## src/rtl/mc_datapath_bus.sv

```systemverilog
// Multicycle datapath with a registered memory data register and a valid/ready bus master.
// Handles store lane steering, load extension, and misalignment/timeout error reporting.
module mc_datapath_bus #(
  parameter logic [31:0] RESET_VEC = 32'h0000_0000,
  parameter int          NREGS     = 32,
  parameter int          TIMEOUT   = 0
) (
  input  logic        clk,
  input  logic        rst,
  input  logic        enBranch,
  input  logic        pcUpdate,
  input  logic        irWrite,
  input  logic        regWrite,
  input  logic        addrSrc,
  input  logic [1:0]  regSrc,
  input  logic [2:0]  immedSrc,
  input  logic [1:0]  aluSrcA,
  input  logic [1:0]  aluSrcB,
  input  logic [3:0]  aluOp,
  input  logic        memReq,
  input  logic        memWr,
  output logic        memDone,
  output logic        memErr,
  output logic [31:0] inst_out,
  output logic [31:0] bus_addr,
  output logic [31:0] bus_wdata,
  output logic [3:0]  bus_be,
  output logic        bus_we,
  output logic        bus_valid,
  input  logic        bus_ready,
  input  logic [31:0] bus_rdata,
  output logic [1:0]  dbg_state
);

  // Bus handshake: a beat completes on the rising edge where bus_valid && bus_ready;
  // bus_addr/be/we/wdata are held constant for as long as bus_valid is high.
  typedef enum logic [1:0] {IDLE = 2'd0, REQ = 2'd1, FIN = 2'd2} bus_state_t;
  bus_state_t state, state_nxt;

  logic [31:0] pc, inst, old_pc, mdr, cnt;
  logic [31:0] regs [32];
  logic [31:0] rs1_data, rs2_data, imm, alu_a, alu_b, alu_result, ea, wd, ext;
  logic [31:0] lane_wdata;
  logic [3:0]  lane_be;
  logic [1:0]  req_size, size_q, off_q;
  logic [7:0]  byte_sel;
  logic [15:0] half_sel;
  logic        take_branch, misaligned, err_q, start, expire;

  function automatic logic reg_ok(input logic [4:0] idx);
    return (idx != 5'd0) && ((NREGS == 32) || !idx[4]);
  endfunction

  assign rs1_data = reg_ok(inst[19:15]) ? regs[inst[19:15]] : 32'd0;
  assign rs2_data = reg_ok(inst[24:20]) ? regs[inst[24:20]] : 32'd0;

  always_ff @(posedge clk) begin
    if (regWrite && reg_ok(inst[11:7])) regs[inst[11:7]] <= wd;
  end

  always_comb begin
    case (immedSrc)
      3'd1:    imm = {{20{inst[31]}}, inst[31:25], inst[11:7]};
      3'd2:    imm = {{19{inst[31]}}, inst[31], inst[7], inst[30:25], inst[11:8], 1'b0};
      3'd3:    imm = {inst[31:12], 12'd0};
      3'd4:    imm = {{11{inst[31]}}, inst[31], inst[19:12], inst[20], inst[30:21], 1'b0};
      default: imm = {{20{inst[31]}}, inst[31:20]};
    endcase
    case (aluSrcA)
      2'd0:    alu_a = rs1_data;
      2'd1:    alu_a = pc;
      2'd2:    alu_a = old_pc;
      default: alu_a = 32'd0;
    endcase
    case (aluSrcB)
      2'd0:    alu_b = rs2_data;
      2'd1:    alu_b = imm;
      2'd2:    alu_b = 32'd4;
      default: alu_b = 32'd0;
    endcase
  end

  always_comb begin
    case (aluOp)
      4'b1000: alu_result = alu_a - alu_b;
      4'b0001: alu_result = alu_a << alu_b[4:0];
      4'b0010: alu_result = {31'd0, $signed(alu_a) < $signed(alu_b)};
      4'b0011: alu_result = {31'd0, alu_a < alu_b};
      4'b0100: alu_result = alu_a ^ alu_b;
      4'b0101: alu_result = alu_a >> alu_b[4:0];
      4'b1101: alu_result = 32'($signed(alu_a) >>> alu_b[4:0]);
      4'b0110: alu_result = alu_a | alu_b;
      4'b0111: alu_result = alu_a & alu_b;
      4'b1001: alu_result = alu_b;
      default: alu_result = alu_a + alu_b;
    endcase
  end

  always_comb begin
    case (inst[14:12])
      3'b000:  take_branch = (rs1_data == rs2_data);
      3'b001:  take_branch = (rs1_data != rs2_data);
      3'b100:  take_branch = ($signed(rs1_data) < $signed(rs2_data));
      3'b101:  take_branch = ($signed(rs1_data) >= $signed(rs2_data));
      3'b110:  take_branch = (rs1_data < rs2_data);
      3'b111:  take_branch = (rs1_data >= rs2_data);
      default: take_branch = 1'b0;
    endcase
  end

  // Load extension uses the offset/size latched when the access started.
  always_comb begin
    case (off_q)
      2'd1:    byte_sel = mdr[15:8];
      2'd2:    byte_sel = mdr[23:16];
      2'd3:    byte_sel = mdr[31:24];
      default: byte_sel = mdr[7:0];
    endcase
    half_sel = off_q[1] ? mdr[31:16] : mdr[15:0];
    case (size_q)
      2'd0:    ext = inst[14] ? {24'd0, byte_sel} : {{24{byte_sel[7]}}, byte_sel};
      2'd1:    ext = inst[14] ? {16'd0, half_sel} : {{16{half_sel[15]}}, half_sel};
      default: ext = mdr;
    endcase
    case (regSrc)
      2'd0:    wd = pc;
      2'd2:    wd = ext;
      default: wd = alu_result;
    endcase
  end

  always_ff @(posedge clk) begin
    if (rst) begin
      pc     <= RESET_VEC;
      inst   <= 32'd0;
      old_pc <= 32'd0;
    end else begin
      if (pcUpdate || (enBranch && take_branch)) pc <= alu_result;
      if (irWrite) begin
        inst   <= mdr;
        old_pc <= pc;
      end
    end
  end

  // Fetches (addrSrc=0) are always word sized; data accesses take size from funct3.
  assign ea       = addrSrc ? alu_result : pc;
  assign req_size = addrSrc ? inst[13:12] : 2'd2;
  assign misaligned = (req_size == 2'd3) || ((req_size == 2'd1) && ea[0]) ||
                      ((req_size == 2'd2) && (ea[1:0] != 2'd0));

  always_comb begin
    case (req_size)
      2'd0: begin
        lane_be    = 4'b0001 << ea[1:0];
        lane_wdata = {4{rs2_data[7:0]}};
      end
      2'd1: begin
        lane_be    = 4'b0011 << ea[1:0];
        lane_wdata = {2{rs2_data[15:0]}};
      end
      default: begin
        lane_be    = 4'b1111;
        lane_wdata = rs2_data;
      end
    endcase
  end

  assign start  = (state == IDLE) && memReq;
  assign expire = (state == REQ) && !bus_ready && (TIMEOUT != 0) && (cnt == 32'(TIMEOUT - 1));

  always_comb begin
    state_nxt = state;
    case (state)
      IDLE:    if (memReq) state_nxt = misaligned ? FIN : REQ;
      REQ:     if (bus_ready || expire) state_nxt = FIN;
      FIN:     state_nxt = IDLE;
      default: state_nxt = IDLE;
    endcase
  end

  always_ff @(posedge clk) begin
    if (rst) state <= IDLE;
    else     state <= state_nxt;
  end

  always_ff @(posedge clk) begin
    if (rst) begin
      bus_addr  <= 32'd0;
      bus_be    <= 4'd0;
      bus_wdata <= 32'd0;
      bus_we    <= 1'b0;
      off_q     <= 2'd0;
      size_q    <= 2'd0;
      err_q     <= 1'b0;
      cnt       <= 32'd0;
      mdr       <= 32'd0;
    end else begin
      if (start) begin
        bus_addr  <= {ea[31:2], 2'b00};
        bus_be    <= lane_be;
        bus_wdata <= lane_wdata;
        bus_we    <= memWr;
        off_q     <= ea[1:0];
        size_q    <= req_size;
        err_q     <= misaligned;
        cnt       <= 32'd0;
      end
      if (state == REQ) begin
        if (bus_ready) begin
          if (!bus_we) mdr <= bus_rdata;
          cnt <= 32'd0;
        end else if (expire) begin
          err_q <= 1'b1;
          cnt   <= 32'd0;
        end else begin
          cnt <= cnt + 32'd1;
        end
      end
    end
  end

  assign bus_valid = (state == REQ);
  assign memDone   = (state == FIN);
  assign memErr    = (state == FIN) && err_q;
  assign inst_out  = inst;
  assign dbg_state = state;

endmodule

```

## config.mk

```make
export PLATFORM = sky130hd
export DESIGN_NAME = mc_datapath_bus
export DESIGN_NICKNAME = d
export VERILOG_FILES = /design/src/rtl/mc_datapath_bus.sv
export SDC_FILE = /design/constraint.sdc
export NUM_CORES = 2
export LEC_CHECK = 0
export BUFFER_PORTS_ARGS = -buffer_cell sky130_fd_sc_hd__buf_4
export CAP_MARGIN = 10
export CORE_MARGIN = 2
export CORE_UTILIZATION = 28
export CTS_CLUSTER_SIZE = 20
export DETAILED_ROUTE_END_ITERATION = 8
export PLACE_DENSITY = 0.39
export SYNTH_ARGS = -nofsm -noshare
export SYNTH_HDL_FRONTEND = slang
export SYNTH_SLANG_ARGS = --single-unit
```

## constraint.sdc

```tcl
create_clock -name clk -period 8.9 [get_ports clk]
set_input_delay 1.78 -clock clk [delete_from_list [all_inputs] [get_ports clk]]
set_output_delay 1.78 -clock clk [all_outputs]
set_load 0.01 [all_outputs]
```

==> out/results.ini <==
[pwr]
ir_drop_v=0.0002222
powerDensity_nw_per_um2=183.0
cellLeakagePower_uw=0.02606

[die]
coreArea_um2=243000
rows=181
dieArea_um2=248200
dieHeight_um=498.2
ioPinCount=161
initial_core_util_pct=28.14
dieWidth_um=498.2

[synth]
yosys_warnings=0
synth_edf_count=1024
syn_avg_cell_area_um2=12.91
syn_inst=5297
ys_seq_area_share_pct=51.18
ys_ff_latch=1236
synthFlopType=edfxtp_1
synth_cell_type_count=114
syn_area_um2=68380
synthArstFlopShare_pct=0

[detailed_routing]
drc=0
wl_per_cell_um=35.87
drt-total-wl_mm=316.5
routed_via_density=5.771
ant_nets=0
drtIter0Drc=6032
vias=50930
first_pass_iters=8

[grt]
grt_antenna_before_repair=19
overflow=0
grt_max_degree=114
first_global_vias=49530
grt_pass1_wl_mm=429.0
track_usage_pct=24.81

[worst_setup_path]
crit_fanout=32
path_class=reg -> reg
crit_buf_inv=3
crit_required_ps=9410
path_delay_family=compound AO/OA/AOI/OAI gates
worstSetupEndpointType=register
max_stage_delay_ps=840
r2r_slack_ps=530
r2r_end=regs[17][0]$_DFFE_PP_
r2r_cells=22
crit_arrival_ps=8880
startpoint_type=register
slowest_stage=dfxtp_4
path_cells=buf_12 -> mux4_2 -> mux4_2 -> mux2i_1 -> nor2_1 -> buf_4 -> a22oi_1 -> ha_1 -> and3_1 -> nor3b_1 -> o211ai_1 -> o21ai_1 -> a31oi_1 -> o21ai_1 -> o31ai_1 -> o31a_1 -> or4_1 -> a2111oi_4 -> nor2_1 -> nand2_1 -> o21ai_2 -> buf_4

[finish]
stdcell_area_um2=79150
multi_input_area_um2=31180
fillCellCount=24150
seq_area_um2=35020
synthToLayoutAreaGrowth_pct=15.76
fin_nets=5688
drive_gt1_share_pct=21.53

[sta]
period_share_pct=93.99
worst_slack_ps=534.7
hold_violations=0
setup_violations=0
fin_crit_ps=8365
grt_setup_unrepaired=no
fmax_mhz=119.5
finalSetupTns_ps=0
drv_slew=0
whs_ps=454.1
worst_slew_pin_slew_ps=1281
max_slew_margin_pct=14.12
clock_skew_ps=43.74

[clock_tree]
cts_resized=0
cts_tree=built
clkSinkCount=1236
clockBufferDepth=3
clock_latency_ps=830
clkTransAtPathRegs_ps=60
cts_htree_levels=4
post_cts_buffers=0
ctsRootBufferMaster=clkbuf_16
cts_hold_buffers=0
cts_buffers=149

[placement]
dpl.hpwl_mm=214.3
dp_slack_ps=583.7
routabilityCongestion=0.9470
placed_area_um2=74550
io_buffers=158

[worst_hold_path]
min_path_type=reg -> reg
min_from=bus_wdata[0]$_SDFFE_PP0P_
whs_endpoint=bus_wdata[0]$_SDFFE_PP0P_
hold_path_depth=2

[run]
maxCapViolCount=0

[run_status]
status=complete, no violations

==> cells in the mapped netlist (45+ instances only) <==
cell,n,area (um2)
edfxtp_1,1024,30750
mux2i_1,709,7097
a21oi_1,360,1802
mux4_2,349,7860
nor2_1,325,1220
nand2_1,293,1100
a22oi_1,233,1749
dfxtp_1,212,4244
clkbuf_1,209,784.5
inv_1,152,570.6
o21ai_0,134,670.6
ha_1,129,1614
buf_2,95,475.5
a211oi_1,75,563.0
nor3_1,66,330.3
a21o_1,58,435.4
nand3_1,55,275.3
buf_4,52,390.4
a31oi_1,45,281.5
==> power breakdown <==
group          leakage [uW]  internal [uW]  total, uW  switching, uW
clock               0.00225           3320       5860           2540
sequential           0.0111           6490       6590            102
combinational        0.0127            658       2030           1370
total                0.0261          10500      14500           4010
==> cell type report <==
type,instances,share of cell area [%]
diodes,2,0.006323
clock buffers,190,5.060
clock inverters,80,0.7161
inverters,159,0.7604
multi-input cells,3507,39.39
flip-flops and latches,1236,44.25
well taps,3202,5.062
repair buffers,449,4.752
==> cell usage in the layout (no fill, tap or decap), types with 14 or more instances in the layout <==
cell,netlist,final
buf_12,3,30
clkbuf_1,209,31
a211oi_1,75,74
o211ai_1,40,40
dfxtp_1,212,204
o21ai_0,134,123
ha_1,129,129
inv_1,152,151
xnor2_1,14,14
nor2_4,1,37
nand2_1,293,290
a311oi_1,17,17
clkbuf_16,0,151
nand2b_1,34,32
clkinv_1,1,34
o21ai_1,23,22
a22oi_1,233,232
a221oi_1,20,20
clkinv_2,0,29
o22ai_1,30,30
nor2_1,325,287
a21o_1,58,58
conb_1,1,34
a21oi_1,360,350
mux4_2,349,349
mux2i_1,709,709
buf_4,52,416
a31oi_1,45,43
o21a_1,15,15
nand3_1,55,55
nor3b_1,32,32
o221ai_1,35,35
mux2_2,43,43
nor2b_1,28,24
edfxtp_1,1024,1024
nor3_1,66,65
o21bai_1,16,16
a22o_1,40,40
==> worst reg2reg max path, cell delays in order (launching register included) <==
cell	delay [ps]
dfxtp_4	840
buf_12	420
mux4_2	540
mux4_2	510
mux2i_1	570
nor2_1	100
buf_4	200
a22oi_1	360
ha_1	400
and3_1	240
nor3b_1	460
o211ai_1	170
o21ai_1	630
a31oi_1	190
o21ai_1	350
o31ai_1	180
o31a_1	310
or4_1	590
a2111oi_4	280
nor2_1	180
nand2_1	110
o21ai_2	100
buf_4	280
==> kinds of logic (layout without fill, tap and decap cells) <==
kind of cell,after synthesis,after routing,synth area share [%]
AO/OA/AOI/OAI,1278,1278,12.72
buffers and inverters,587,878,4.200
flip-flops,1236,1236,51.18
adder cells (fa/ha/maj),131,131,2.419
multiplexers,1115,1115,23.04
AND/OR/NAND/NOR,931,931,6.212
XOR/XNOR,18,18,0.2306
other,1,36,0.005484
==> per-layer routing <==
metal	vias up	global-route usage (%)	part of all wire [%]
met2	2175	39.06	46
met3	389	4.250	6.6
met4	10	7.884	3.4
met5	-	0	0.023
li1	21300	-	-
met1	27050	34.62	44
==> how the worst max path moves through the flow <==
stage / from / endpoint / slack (ps) / depth (start not counted)
detailed placement: aluSrcA[0] / regs[12][0]$_DFFE_PP_ / 580 / 21
floorplan: immedSrc[1] / regs[0][27]$_DFFE_PP_ / 910 / 22
global route: register / regs[17][0]$_DFFE_PP_ / 280 / 22
global placement: aluSrcA[0] / regs[12][0]$_DFFE_PP_ / 580 / 21
CTS: register / regs[19][0]$_DFFE_PP_ / 730 / 22
finish: register / regs[17][0]$_DFFE_PP_ / 530 / 22
==> sequential cells by signal (all words and copies together) (netlist names), 2 cells and up, named ones only <==
name	count
regs	1024
bus_wdata	32
inst_out	32
mdr	32
old_pc	32
pc	32
bus_addr	30
bus_be	4
dbg_state	2
off_q	2
size_q	2
==> stage by stage <==
stage / utilization [%] / total power [uW] / std cells
floorplan: - / 7772 / 5330
global placement: 30.68 / 8709 / 8551
detailed placement: 30.68 / 8699 / 8551
CTS: 32.56 / 14570 / 8821
global route: 32.57 / 14920 / 8824
finish: 32.57 / 14480 / 8825
No activity file was read; power rests on OpenSTA's default activity.
